### src/rtl/atmr_seq_voter.sv
// Registered triple-replica majority voter with replica retirement.
// Votes three replica vectors bitwise, tracks each replica's run of
// consecutive disagreements, retires a persistently wrong replica and
// falls back to duplex compare, then alarms if the two survivors differ.
//
// Handshake: valid_i qualifies ori_i/mai_i/men_i in the cycle it is high;
// there is no back-pressure. valid_o is valid_i delayed by one cycle and
// marks the cycle in which z_o/mismatch_o carry the result of that sample.
// A cycle with clear_i high never produces valid_o.
module atmr_seq_voter #(
  parameter int WIDTH  = 10,
  parameter int THRESH = 4,
  parameter int EVT_W  = 16
) (
  input  logic             clk,
  input  logic             rst,
  input  logic             valid_i,
  input  logic             clear_i,
  input  logic [WIDTH-1:0] ori_i,
  input  logic [WIDTH-1:0] mai_i,
  input  logic [WIDTH-1:0] men_i,
  output logic [WIDTH-1:0] z_o,
  output logic             valid_o,
  output logic [2:0]       mismatch_o,
  output logic [1:0]       state_o,
  output logic [1:0]       failed_o,
  output logic             alarm_o,
  output logic [EVT_W-1:0] evt_cnt_o
);

  localparam int RUN_W = 8;
  localparam logic [RUN_W-1:0] THR     = RUN_W'(THRESH);
  localparam logic [RUN_W-1:0] RUN_ONE = RUN_W'(1);
  localparam logic [EVT_W-1:0] EVT_ONE = EVT_W'(1);
  localparam logic [1:0]       NONE    = 2'd3;

  typedef enum logic [1:0] {
    ST_NORMAL   = 2'd0,
    ST_DEGRADED = 2'd1,
    ST_ALARM    = 2'd2
  } state_t;

  state_t                      state_q, state_d;
  logic [WIDTH-1:0]            z_q, z_d;
  logic                        valid_q, valid_d;
  logic [2:0]                  mismatch_q, mismatch_d;
  logic [1:0]                  failed_q, failed_d;
  logic [EVT_W-1:0]            evt_q, evt_d;
  logic [2:0][RUN_W-1:0]       run_q, run_d;

  logic [2:0][WIDTH-1:0]       vec;
  logic [WIDTH-1:0]            vote;
  logic [2:0]                  dis;
  logic [2:0]                  hit;
  logic [2:0][RUN_W-1:0]       run_inc;
  logic [1:0]                  surv_a, surv_b;

  // Majority vote, per-replica disagreement and run-length bookkeeping.
  always_comb begin
    vec[0] = ori_i;
    vec[1] = mai_i;
    vec[2] = men_i;
    vote   = (ori_i & mai_i) | (ori_i & men_i) | (mai_i & men_i);
    for (int k = 0; k < 3; k++) begin
      dis[k]     = (vec[k] != vote);
      run_inc[k] = (run_q[k] >= THR) ? run_q[k] : run_q[k] + RUN_ONE;
      hit[k]     = dis[k] && (run_inc[k] == THR);
    end
    // Survivor pair once a replica has been retired, lower index first.
    case (failed_q)
      2'd0:    begin surv_a = 2'd1; surv_b = 2'd2; end
      2'd1:    begin surv_a = 2'd0; surv_b = 2'd2; end
      default: begin surv_a = 2'd0; surv_b = 2'd1; end
    endcase
  end

  // Next-state logic for the voter FSM and all registered outputs.
  always_comb begin
    state_d    = state_q;
    z_d        = z_q;
    valid_d    = 1'b0;
    mismatch_d = mismatch_q;
    failed_d   = failed_q;
    evt_d      = evt_q;
    run_d      = run_q;
    if (clear_i) begin
      state_d    = ST_NORMAL;
      mismatch_d = '0;
      failed_d   = NONE;
      evt_d      = '0;
      run_d      = '0;
    end else if (valid_i) begin
      valid_d = 1'b1;
      case (state_q)
        ST_NORMAL: begin
          z_d        = vote;
          mismatch_d = dis;
          for (int k = 0; k < 3; k++) begin
            run_d[k] = dis[k] ? run_inc[k] : '0;
          end
          case (hit)
            3'b000: ;
            3'b001: begin state_d = ST_DEGRADED; failed_d = 2'd0; end
            3'b010: begin state_d = ST_DEGRADED; failed_d = 2'd1; end
            3'b100: begin state_d = ST_DEGRADED; failed_d = 2'd2; end
            default: begin
              state_d  = ST_ALARM;
              failed_d = hit[0] ? 2'd0 : (hit[1] ? 2'd1 : 2'd2);
            end
          endcase
        end
        ST_DEGRADED: begin
          if (vec[surv_a] == vec[surv_b]) begin
            z_d        = vec[surv_a];
            mismatch_d = '0;
          end else begin
            mismatch_d         = '0;
            mismatch_d[surv_a] = 1'b1;
            mismatch_d[surv_b] = 1'b1;
            state_d            = ST_ALARM;
          end
        end
        default: ;
      endcase
      // Mismatch events are counted outside ALARM only, saturating.
      if ((state_q != ST_ALARM) && (|mismatch_d) && (evt_q != '1)) begin
        evt_d = evt_q + EVT_ONE;
      end
    end
  end

  // State and output registers with synchronous reset.
  always_ff @(posedge clk) begin
    if (rst) begin
      state_q    <= ST_NORMAL;
      z_q        <= '0;
      valid_q    <= 1'b0;
      mismatch_q <= '0;
      failed_q   <= NONE;
      evt_q      <= '0;
      run_q      <= '0;
    end else begin
      state_q    <= state_d;
      z_q        <= z_d;
      valid_q    <= valid_d;
      mismatch_q <= mismatch_d;
      failed_q   <= failed_d;
      evt_q      <= evt_d;
      run_q      <= run_d;
    end
  end

  assign z_o        = z_q;
  assign valid_o    = valid_q;
  assign mismatch_o = mismatch_q;
  assign state_o    = state_q;
  assign failed_o   = failed_q;
  assign alarm_o    = (state_q == ST_ALARM);
  assign evt_cnt_o  = evt_q;

endmodule

### config.mk
export PLATFORM = sky130hd
export DESIGN_NAME = atmr_seq_voter
export DESIGN_NICKNAME = d
export VERILOG_FILES = /design/src/rtl/atmr_seq_voter.sv
export SDC_FILE = /design/constraint.sdc
export NUM_CORES = 1
export LEC_CHECK = 0
export ABC_AREA = 1
export CORE_MARGIN = 3
export CORE_UTILIZATION = 54
export CTS_BUF_LIST = sky130_fd_sc_hd__clkbuf_16
export DETAILED_ROUTE_END_ITERATION = 8
export PLACE_DENSITY = 0.81
export SYNTH_ARGS = -nofsm -noshare
export SYNTH_HDL_FRONTEND = slang
export SYNTH_SLANG_ARGS = --single-unit
export TNS_END_PERCENT = 1
### constraint.sdc
create_clock -name clk -period 2.6 [get_ports clk]
set_input_delay 0.52 -clock clk [delete_from_list [all_inputs] [get_ports clk]]
set_output_delay 0.52 -clock clk [all_outputs]
set_load 0.02 [all_outputs]
# Yosys cells after proc, flatten, opt, wreduce, memory -nomap -nowiden
# Cells that the tools add are included.
dict set report totals {
  regBits 58
  out_inout_bits 35
  word_cells 95
}
dict set report op_classes {
  add_sub_neg 4
  n_lt_le_gt_ge 7
  n_eq_ne 18
  muxes 29
  n_bitwise 8
  n_reduce_logical 20
}
# op n
set ops {}
lappend ops {{8-bit 2-to-1 mux} 6}
lappend ops {{10-bit binary-select mux with 2-bit select} 2}
lappend ops {{10-bit AND} 3}
lappend ops {{10-bit 2-to-1 mux} 3}
lappend ops {{10-bit != test} 3}
lappend ops {{8-bit by 1-bit adder with 8-bit output (second input constant)} 3}
lappend ops {{8-bit by 3-bit equality test with 1-bit output (second input constant)} 3}
lappend ops {{8-bit by 3-bit greater-or-equal comparator with 1-bit output (second input constant)} 3}
lappend ops {{10-bit OR} 2}
lappend ops {{10-bit one-hot mux with 2 select lines} 1}
lappend ops {{16-bit by 1-bit adder with 16-bit output (second input constant)} 1}
lappend ops {{16-bit != test (second input constant)} 1}
lappend ops {{10-bit equality test} 1}
lappend ops {{3-bit 2-to-1 mux} 3}
lappend ops {{2-bit 2-to-1 mux} 4}
lappend ops {{2-bit != test (second input constant)} 4}
lappend ops {{2-bit one-hot mux with 2 select lines} 2}
lappend ops {{2-bit one-hot mux with 4 select lines} 1}
lappend ops {{4-bit AND reduction} 2}
lappend ops {{1-bit logical AND} 7}
lappend ops {{2-bit by 3-bit less-than comparator with 1-bit output (second input constant)} 2}
lappend ops {{3-bit one-hot mux with 2 select lines} 1}
lappend ops {{3-bit OR reduction} 2}
lappend ops {{1-bit demux with 2-bit select} 2}
lappend ops {{15 further kinds} 24}

# Depth between registers and ports, before layout
# Gate-level depths: netlist of the first run.
dict set report logic_depth {
  depth_word 16
  ltp_mapped 19
  mapped_depth_nobuf 17
}

# Least setup slack after synthesis of the first run
# No wires, ideal clock.
dict set report synth_timing {
  path_kind {reg-to-reg}
  from {register evt_q[0], in the netlist evt_cnt_o[0]}
  to {register evt_q[10], in the netlist evt_cnt_o[10]}
  t_arrival_ps 2105
  setup_slack_ps 424
  stages_incl_launch_ff 10
  cell_sequence {dfxtp_1 ha_1 nand2_1 nor3_1 nand4_1 nor2_1 nor3_1 buf_2 nand3_1 a21oi_2}
}
dict set report synth_between {
  elab_chain_len 3
  word_cells_on_any_way 4
  classes_between {1 x add/sub; 1 x eq/ne; 2 x reduce/logical}
}
# item line
set synth_rtl {}
lappend synth_rtl {{from (decl)} 48} ;# logic [EVT_W-1:0] evt_q, evt_d;
lappend synth_rtl {{from (signal assigned)} 148} ;# evt_q <= evt_d;
lappend synth_rtl {{parallel branches: the longest is 3 deep, another holds 16-bit by 1-bit adder with 16-bit output} n/a}
# Parallel ways; which one is timed is not known.
# A chain may end at the register's enable or synchronous reset.

# Worst setup path after layout of the first run
dict set report layout_timing {
  from {input ori_i[2]}
  to {register evt_q[5], in the netlist evt_cnt_o[5]}
}
dict set report layout_between {
  elab_chain_len 11
  word_cells_on_any_way 20
  classes_between {4 x eq/ne; 8 x mux; 4 x bitwise; 4 x reduce/logical}
}
# item line
set layout_rtl {}
lappend layout_rtl {{from (decl)} 19} ;# input logic [WIDTH-1:0] ori_i,
lappend layout_rtl {{10-bit binary-select mux with 2-bit select / 10-bit AND (equally long branches)} {113, 63}}
lappend layout_rtl {{10-bit 2-to-1 mux (not written as such) / 10-bit OR (equally long branches)} {113, 63}}
lappend layout_rtl {{10-bit equality test / 10-bit OR (equally long branches)} {113, 63}}
lappend layout_rtl {{3-bit 2-to-1 mux / 10-bit != test (equally long branches)} {113, 65}}
lappend layout_rtl {{3-bit one-hot mux with 2 select lines *} 94} ;# case (state_q)
lappend layout_rtl {{3-bit 2-to-1 mux *} 92} ;# end else if (valid_i) begin
lappend layout_rtl {{3-bit 2-to-1 mux *} 86} ;# if (clear_i) begin
lappend layout_rtl {{3-bit OR reduction *} 126} ;# if ((state_q != ST_ALARM) && (|mismatch_d) && (evt_q != '1)) begin
lappend layout_rtl {{1-bit logical AND * (2 in series)} 126}
lappend layout_rtl {{2-bit AND reduction (no source line) *} n/a}
# Mark *: on every way between the ends. The rest lies on a longest branch, timed or not. The select of a mux whose other input is x is not followed.

==> qor.txt, run 1 <==
min Tclk post-route = 2.45 ns
CTS sink cnt = 58
Avg WL per Cell = 13.6 um
Clock transition at path regs = 0.06 ns
fmax = 0.408 GHz
Final period util = 94.4%
r2r startpoint = failed_o[1]$_SDFFE_PP1P_
Critical Setup Path Class = primary input to register
Inst Count DP = 855
Fin. Hold Viols = 0
syn avg cell area = 6.38 um^2
first-pass GRT wire length = 19.3 mm
VDD IR max = 0.430 mV
initial antenna violation count = 0
worst clock skew = 0.00647 ns
Distinct cells, synth = 35
post-route ant nets = 0
Max Cap Viol = 0
WL final = 11.8 mm
Startpoint Class = primary input
largest net degree at the start of global routing = 18
CP endpoint = evt_cnt_o[5]$_SDFFE_PP0P_
total power = 2.51 mW
Seq cells post-synth = 58
cell depth of the worst flop-to-flop path = 16
initial core utilization = 57.6%
CP required = 2.81 ns
Reg2Reg Capture Point = evt_cnt_o[5]$_SDFFE_PP0P_
routed vias/inst = 5.41
P&R area growth vs syn = 38.4%
post-DP HPWL = 8.82 mm
pins over their slew limit = 0
top cell type's share of synthesized area = 28.7%
setup ws final = 0.146 ns
IO Count = 69
Clock Path Buffers = 2
Num CTS Buffers = 9
Max Fanout on Critical Path = 10
routed vias = 4709
final setup vio count = 0
vias in the first global route = 4395
PwrDens = 449 nW/um^2
layout cells sized above 1 = 18.3%
Syn Nets = 675
most frequent cells in the layout = nand2_1, inv_1, nor2_1
Root Buffer = clkbuf_16
Hold Startpoint = run_q[20]$_SDFFE_PP0P_
Residual DRC = 0
non-filler cells, final = 871
status = completed
CTS tree = done
leak pwr = 2.54 nW
# diodes = 0
Layout Nets = 811
pre-CTS WS = -0.204 ns
setup TNS = 0 ns
commonest non-fill, non-tap cell in the layout = nand2_1
relative slew slack = 48.2%
DR iter-0 viols = 380
Worst Setup SP = ori_i[2]
H-tree levels = 3
Post-Syn Instances = 634
reg2reg setup slack = 0.35 ns
Warnings, synthesis = 0
worst min-delay path category = register to register
Arr. time, crit path = 2.67 ns
Core ar. = 7020 um^2
Post-Synthesis Cell Area = 4040 um^2
Worst-Margin Slew = 0.775 ns
Rows = 30
hold_buf cts = 0
register area share after synthesis = 28.7%
total grt overflow = 0
die width = 92.5 um
Port Buffer Count = 68
Yosys top cell by area = dfxtp_1
die area = 8560 um^2
Die Y = 92.5 um
insertion delay to the later sink of the worst-skew pair = 0.33 ns
GRT Overall Usage = 27.8%
gp weighted congestion = 0.986
Setup crit end kind = register
Placed Area = 5270 um^2
RSZ-0062 raised after global routing = no
final instance area = 5590 um^2
DR pass1 iterations = 5
top area cells in the synthesized netlist = dfxtp_1, nand2_1, nand3_1
[state kept, by name, indices dropped and copies added (netlist names)]
name,count
mismatch_o,3
evt_cnt_o,16
failed_o,2
z_o,10
run_q,24
valid_o,1
state_o,2
[worst min-delay path by stage]
stage,to,slack [ns],depth (start not counted)
CTS,run_q[20]$_SDFFE_PP0P_,0.43,2
floorplan,run_q[14]$_SDFFE_PP0P_,0.41,2
global placement,run_q[21]$_SDFFE_PP0P_,0.41,2
detailed placement,run_q[20]$_SDFFE_PP0P_,0.42,2
global route,run_q[14]$_SDFFE_PP0P_,0.46,2
finish,run_q[20]$_SDFFE_PP0P_,0.43,2
[worst max-delay path: stages]
cell,delay (ns)
clkdlybuf4s50_1,0.57
inv_1,0.12
buf_4,0.16
nand2_4,0.06
nand3_1,0.09
nand2_1,0.10
nand2_1,0.07
nor2_2,0.13
nand3_2,0.13
nand3_1,0.09
nand2_1,0.09
nand2_2,0.09
nand3_4,0.11
buf_4,0.19
nand3_1,0.10
a21oi_2,0.06
[report_power, final]
group          internal [mW]  total [mW]  switching (mW)
Clock                  0.730        1.15           0.418
Combinational          0.204       0.443           0.239
Sequential             0.908       0.920          0.0124
Total                   1.84        2.51           0.670
[cells in the mapped netlist (all sizes together)]
cell type and instances:
nor2 75, nor4 1, o211ai 4, nor3 17, a31oi 1, clkbuf 4, dfxtp 58, clkinv 2
a311oi 1, xor2 15, a21oi 37, nand3 72, buf 9, o21ai 38, nand4 12, o221ai 3
a211oi 12, or2 5, xnor2 4, nand2 168, inv 89, ha 7
[layout make-up]
cell class,count,area (um^2)
Clock buffer,9,225
Clock inverter,7,61.3
Fill cell,510,1430
Inverter,91,349
Multi-Input combinational cell,472,2460
Sequential cell,58,1160
Tap cell,96,120
Timing Repair Buffer,138,1210
[layer usage]
metal / track usage, % / up-vias / share of wire (%) / wire (um)
met1: 33.6 / 2116 / 40 / 4780
met2: 47.9 / 217 / 48 / 5670
met5: 0 / - / 0 / 0
li1: - / 2332 / - / -
met3: 4.96 / 44 / 8.5 / 1010
met4: 12.3 / 0 / 3.1 / 363
[kinds of logic after synthesis]
group	share of synthesized area, %
and+or+nand+nor	39.6
buffers and inverters	11.2
AOI/OAI and AO/OA	14.2
DFF	28.7
xor gates and xnor gates	4.12
adders and majority gates	2.17
[through the flow]
stage	utilization [%]	hold WS (ns)
after floorplan	-	0.408
after global placement	75.1	0.415
after detailed placement	75.1	0.418
after CTS	79.2	0.426
after global routing	79.7	0.456
final	79.7	0.425
[what timing repair did]
item                       in CTS  in global routing
setup endpoints to repair       0                 16
gates resized for setup         0                 13
buffers inserted                0                  0
Power figures use the tool's default switching activity.
==> run 2, diff against run 1 <==
--- a/config.mk
+++ b/config.mk
@@ -11,6 +11,7 @@
 export CTS_BUF_LIST = sky130_fd_sc_hd__clkbuf_16
 export DETAILED_ROUTE_END_ITERATION = 8
 export PLACE_DENSITY = 0.81
+export SLEW_MARGIN = 40
 export SYNTH_ARGS = -nofsm -noshare
 export SYNTH_HDL_FRONTEND = slang
 export SYNTH_SLANG_ARGS = --single-unit
==> run 2 against run 1 <==
Net effect: critical path depth rose by 2; register-to-register slack got worse by 0.07 ns; cell count stayed put; worst setup slack gained 0.011 ns; core utilization barely moved; critical endpoint is now evt_cnt_o[1]$_SDFFE_PP0P_; largest power group unchanged.
==> qor.txt, run 2 (synthesis results as in run 1) <==
Fill cells = 510
min Tclk post-route = 2.44 ns
routed vias/inst = 5.38
Num CTS Buffers = 9
Core ar. = 7020 um^2
initial antenna violation count = 0
die width = 92.5 um
DR pass1 iterations = 5
register area = 1160 um^2
Clock Path Buffers = 2
leak pwr = 2.52 nW
insertion delay to the later sink of the worst-skew pair = 0.33 ns
area of the multi-input gates = 2460 um^2
gp weighted congestion = 0.986
VDD IR max = 0.412 mV
largest net degree at the start of global routing = 18
Arr. time, crit path = 2.69 ns
Max Fanout on Critical Path = 16
fin util = 79.7%
post-DP HPWL = 8.83 mm
status = completed
IO Count = 69
DR iter-0 viols = 315
P&R area growth vs syn = 38.3%
initial core utilization = 57.6%
Fin. Hold Viols = 0
Die Y = 92.5 um
worst clock skew = 0.00723 ns
# diodes = 0
vias in the first global route = 4453
Final period util = 94.0%
first-pass GRT wire length = 19.4 mm
Startpoint Class = primary input
post-CTS setup buffers = 0
RSZ-0062 raised after global routing = no
Rows = 30
Residual DRC = 0
worst min-delay path category = register to register
GRT Overall Usage = 27.9%
Critical Setup Path Class = primary input to register
routed vias = 4689
WL final = 11.7 mm
Port Buffer Count = 68
layout cells sized above 1 = 18.1%
Root Buffer = clkbuf_16
CP required = 2.85 ns
Max Cap Viol = 0
total power = 2.52 mW
Most flops, register = run_q
relative slew slack = 47.7%
CTS tree = done
max reg flops = 24
most frequent cells in the layout = nand2_1, inv_1, nor2_1
post-CTS sizing = 0
CTS sink cnt = 58
Layout Nets = 811
Setup crit end kind = register
H-tree levels = 3
post-route ant nets = 0
fmax = 0.409 GHz
Clock transition at path regs = 0.05 ns
total grt overflow = 0
Avg WL per Cell = 13.4 um
die area = 8560 um^2
Worst-Margin Slew = 0.783 ns
commonest non-fill, non-tap cell in the layout = nand2_1
PwrDens = 450 nW/um^2
final setup vio count = 0
pins over their slew limit = 0
hold_buf cts = 0
==> run 2: cell count changes in the layout (fill, tap and decap cells not counted), sizes merged <==
cell | before | now
clkdlybuf4s50 | 65 | 67
dlymetal6s2s | 3 | 1
==> run 2: routing by layer <==
layer | track usage, % | up-vias | routed length (um)
met2 | 48.3 | 214 | 5620
li1 | - | 2330 | -
met3 | 5.77 | 45 | 996
met4 | 12.5 | 0 | 323
met5 | 0 | - | 0
met1 | 33.0 | 2100 | 4740
==> run 2: worst paths after layout <==
check	startpoint	endpoint	slack [ns]	cells past startpoint
setup / recovery	men_i[1]	evt_cnt_o[1]$_SDFFE_PP0P_	0.16	18
hold / removal	run_q[20]$_SDFFE_PP0P_	run_q[20]$_SDFFE_PP0P_	0.42	2
setup reg to reg	failed_o[1]$_SDFFE_PP1P_	evt_cnt_o[1]$_SDFFE_PP0P_	0.28	16
hold reg to reg	run_q[20]$_SDFFE_PP0P_	run_q[20]$_SDFFE_PP0P_	0.42	2
==> run 2: area by class of cell <==
| class | instances | area share (%) |
|---|---|---|
| repair buffers | 138 | 21.7 |
| multi-input cells | 472 | 44.0 |
| clock inverters | 7 | 1.10 |
| clock buffers | 9 | 4.03 |
| inverters | 91 | 6.24 |
| flip-flops and latches | 58 | 20.8 |
| well taps | 96 | 2.15 |
==> run 2: worst max-delay path, stage by stage <==
cell	delay, ns
clkdlybuf4s50_1	0.54
inv_1	0.09
buf_4	0.15
nand2_1	0.06
nand2_1	0.07
nand3_1	0.08
nand2_1	0.05
inv_1	0.05
nand2_1	0.06
nor2_2	0.13
nand3_2	0.13
nand3_1	0.09
nand2_1	0.09
nand2_2	0.09
nand3_4	0.12
nand2_8	0.16
nand2_1	0.08
a21oi_1	0.14
==> run 2: stage by stage <==
step	setup TNS (ns)	hold slack, ns	setup slack (ns)	cell area [um^2]	cells
3_5_place_dp	-2.90	0.418	-0.193	5280	855
6_report	0	0.424	0.157	5590	871
2_1_floorplan	0	0.408	0.424	4040	634
5_1_grt	0	0.453	0.0142	5590	871
3_3_place_gp	-1.14	0.415	-0.0793	5270	855
4_1_cts	0	0.426	0.0935	5560	871
==> run 2: report_power, final <==
part	leakage (nW)	switching [mW]	internal (mW)	total (mW)
registers	0.470	0.0124	0.908	0.920
clock network	0.148	0.425	0.730	1.15
logic	1.91	0.237	0.204	0.441
==> run 3, diff against run 2 <==
--- a/config.mk
+++ b/config.mk
@@ -11,7 +11,7 @@
 export CTS_BUF_LIST = sky130_fd_sc_hd__clkbuf_16
 export DETAILED_ROUTE_END_ITERATION = 8
 export PLACE_DENSITY = 0.81
-export SLEW_MARGIN = 40
+export SLEW_MARGIN = 20
 export SYNTH_ARGS = -nofsm -noshare
 export SYNTH_HDL_FRONTEND = slang
 export SYNTH_SLANG_ARGS = --single-unit
==> run 3 against run 2 <==
Net effect: combinational power about the same; largest power group unchanged; critical path type unchanged; register-to-register slack better by 0.04 ns; critical path depth down 2; clock skew down 0.00070 ns; core utilization about the same; cell count unchanged; highest routed layer unchanged; via count up 0.41%; worst hold slack better by 0.00077 ns.
==> qor.txt, run 3 (synthesis results as in run 1) <==
Root Buffer = clkbuf_16
Fin. Hold Viols = 0
leak pwr = 2.54 nW
pre-CTS WS = -0.204 ns
Clock Path Buffers = 2
Hold WS = 0.425 ns
relative slew slack = 48.6%
total grt overflow = 0
post-route ant nets = 0
CP max stage cell = clkdlybuf4s50_1
RSZ-0062 raised after global routing = no
Max Fanout on Critical Path = 10
Hold Startpoint = run_q[20]$_SDFFE_PP0P_
Most flops, register = run_q
most used routing layer in global routing = met2
CP required = 2.81 ns
die width = 92.5 um
Setup crit end kind = register
fmax = 0.409 GHz
hold_buf cts = 0
M2 GR Usage = 47.9%
Residual DRC = 0
Worst Setup SP = ori_i[2]
Clock transition at path regs = 0.06 ns
P&R area growth vs syn = 38.4%
CTS tree = done
routing usage on met1 = 33.6%
first-pass GRT wire length = 19.3 mm
final setup vio count = 0
r2r startpoint = failed_o[1]$_SDFFE_PP1P_
worst clock skew = 0.00653 ns
most frequent cells in the layout = nand2_1, inv_1, nor2_1
critical-path cell list = clkdlybuf4s50_1 -> inv_1 -> buf_4 -> nand2_4 -> nand3_1 -> nand2_1 -> nand2_1 -> nor2_2 -> nand3_2 -> nand3_1 -> nand2_1 -> nand2_2 -> nand3_4 -> buf_4 -> nand3_1 -> a21oi_2
die area = 8560 um^2
initial core utilization = 57.6%
Die Y = 92.5 um
Avg WL per Cell = 13.6 um
Critical Setup Path Class = primary input to register
Fill cells = 510
Max Cap Viol = 0
gp weighted congestion = 0.986
vias in the first global route = 4395
Final period util = 94.1%
total power = 2.51 mW
routed vias/inst = 5.41
initial antenna violation count = 0
Layout Nets = 811
insertion delay to the later sink of the worst-skew pair = 0.33 ns
Worst-Margin Slew = 0.768 ns
Num CTS Buffers = 9
worst min-delay path category = register to register
min Tclk post-route = 2.45 ns
setup ws final = 0.153 ns
max reg flops = 24
setup TNS = 0 ns
VDD IR max = 0.430 mV
Port Buffer Count = 68
post-DP HPWL = 8.82 mm
WL final = 11.9 mm
PwrDens = 449 nW/um^2
pins over their slew limit = 0
# diodes = 0
Core ar. = 7020 um^2
Rows = 30
fin util = 79.7%
met3 Track Usage GR = 4.96%
GRT Overall Usage = 27.8%
layout cells sized above 1 = 18.3%
CTS sink cnt = 58
Max stage delay on crit path = 0.57 ns
H-tree levels = 3
DR pass1 iterations = 5
commonest non-fill, non-tap cell in the layout = nand2_1
IO Count = 69
DR iter-0 viols = 348
largest net degree at the start of global routing = 18
Startpoint Class = primary input
Arr. time, crit path = 2.66 ns
routed vias = 4708
status = completed
[run 3: cell types whose count changed in the layout (fill, tap and decap cells not counted), sizes merged]
cell,previous run,this run
dlymetal6s2s,1,3
clkdlybuf4s50,67,65
[run 3: cell type report]
type,count,area (um^2),share of cell area [%]
multi-input cells,472,2460,44.0
repair buffers,138,1210,21.7
flip-flops and latches,58,1160,20.8
well taps,96,120,2.15
clock inverters,7,61.3,1.10
clock buffers,9,225,4.03
inverters,91,349,6.24
[run 3: what timing repair did]
item | in CTS | in global routing
buffers inserted | 0 | 0
setup endpoints to repair | 0 | 16
gates resized for setup | 0 | 12
[run 3: critical path: cells and delay by family]
kind,cells,cell delay [ns]
AND/OR/NAND/NOR,11,1.05
buffers and inverters,4,1.02
AO/OA/AOI/OAI,1,0.06
[run 3: power breakdown]
| part | switching [mW] | internal (mW) |
|---|---|---|
| sequential | 0.0124 | 0.908 |
| clock | 0.420 | 0.730 |
| combinational | 0.240 | 0.204 |
[run 3: worst paths after layout]
kind                                to  slack [ns]  depth (start not counted)
max          evt_cnt_o[5]$_SDFFE_PP0P_        0.15                         16
min             run_q[20]$_SDFFE_PP0P_        0.43                          2
max reg2reg  evt_cnt_o[5]$_SDFFE_PP0P_        0.32                         17
min reg2reg     run_q[20]$_SDFFE_PP0P_        0.43                          2
[run 3: metal layers]
| metal | wire (um) | up-vias |
|---|---|---|
| met1 | 4810 | 2123 |
| li1 | - | 2324 |
| met5 | 0 | - |
| met3 | 950 | 43 |
| met4 | 350 | 0 |
| met2 | 5740 | 218 |
[run 3: per-stage QoR]
stage | instances | instance area [um^2]
3_3_place_gp | 855 | 5270
5_1_grt | 871 | 5590
2_1_floorplan | 634 | 4040
6_report | 871 | 5590
3_5_place_dp | 855 | 5270
4_1_cts | 871 | 5560
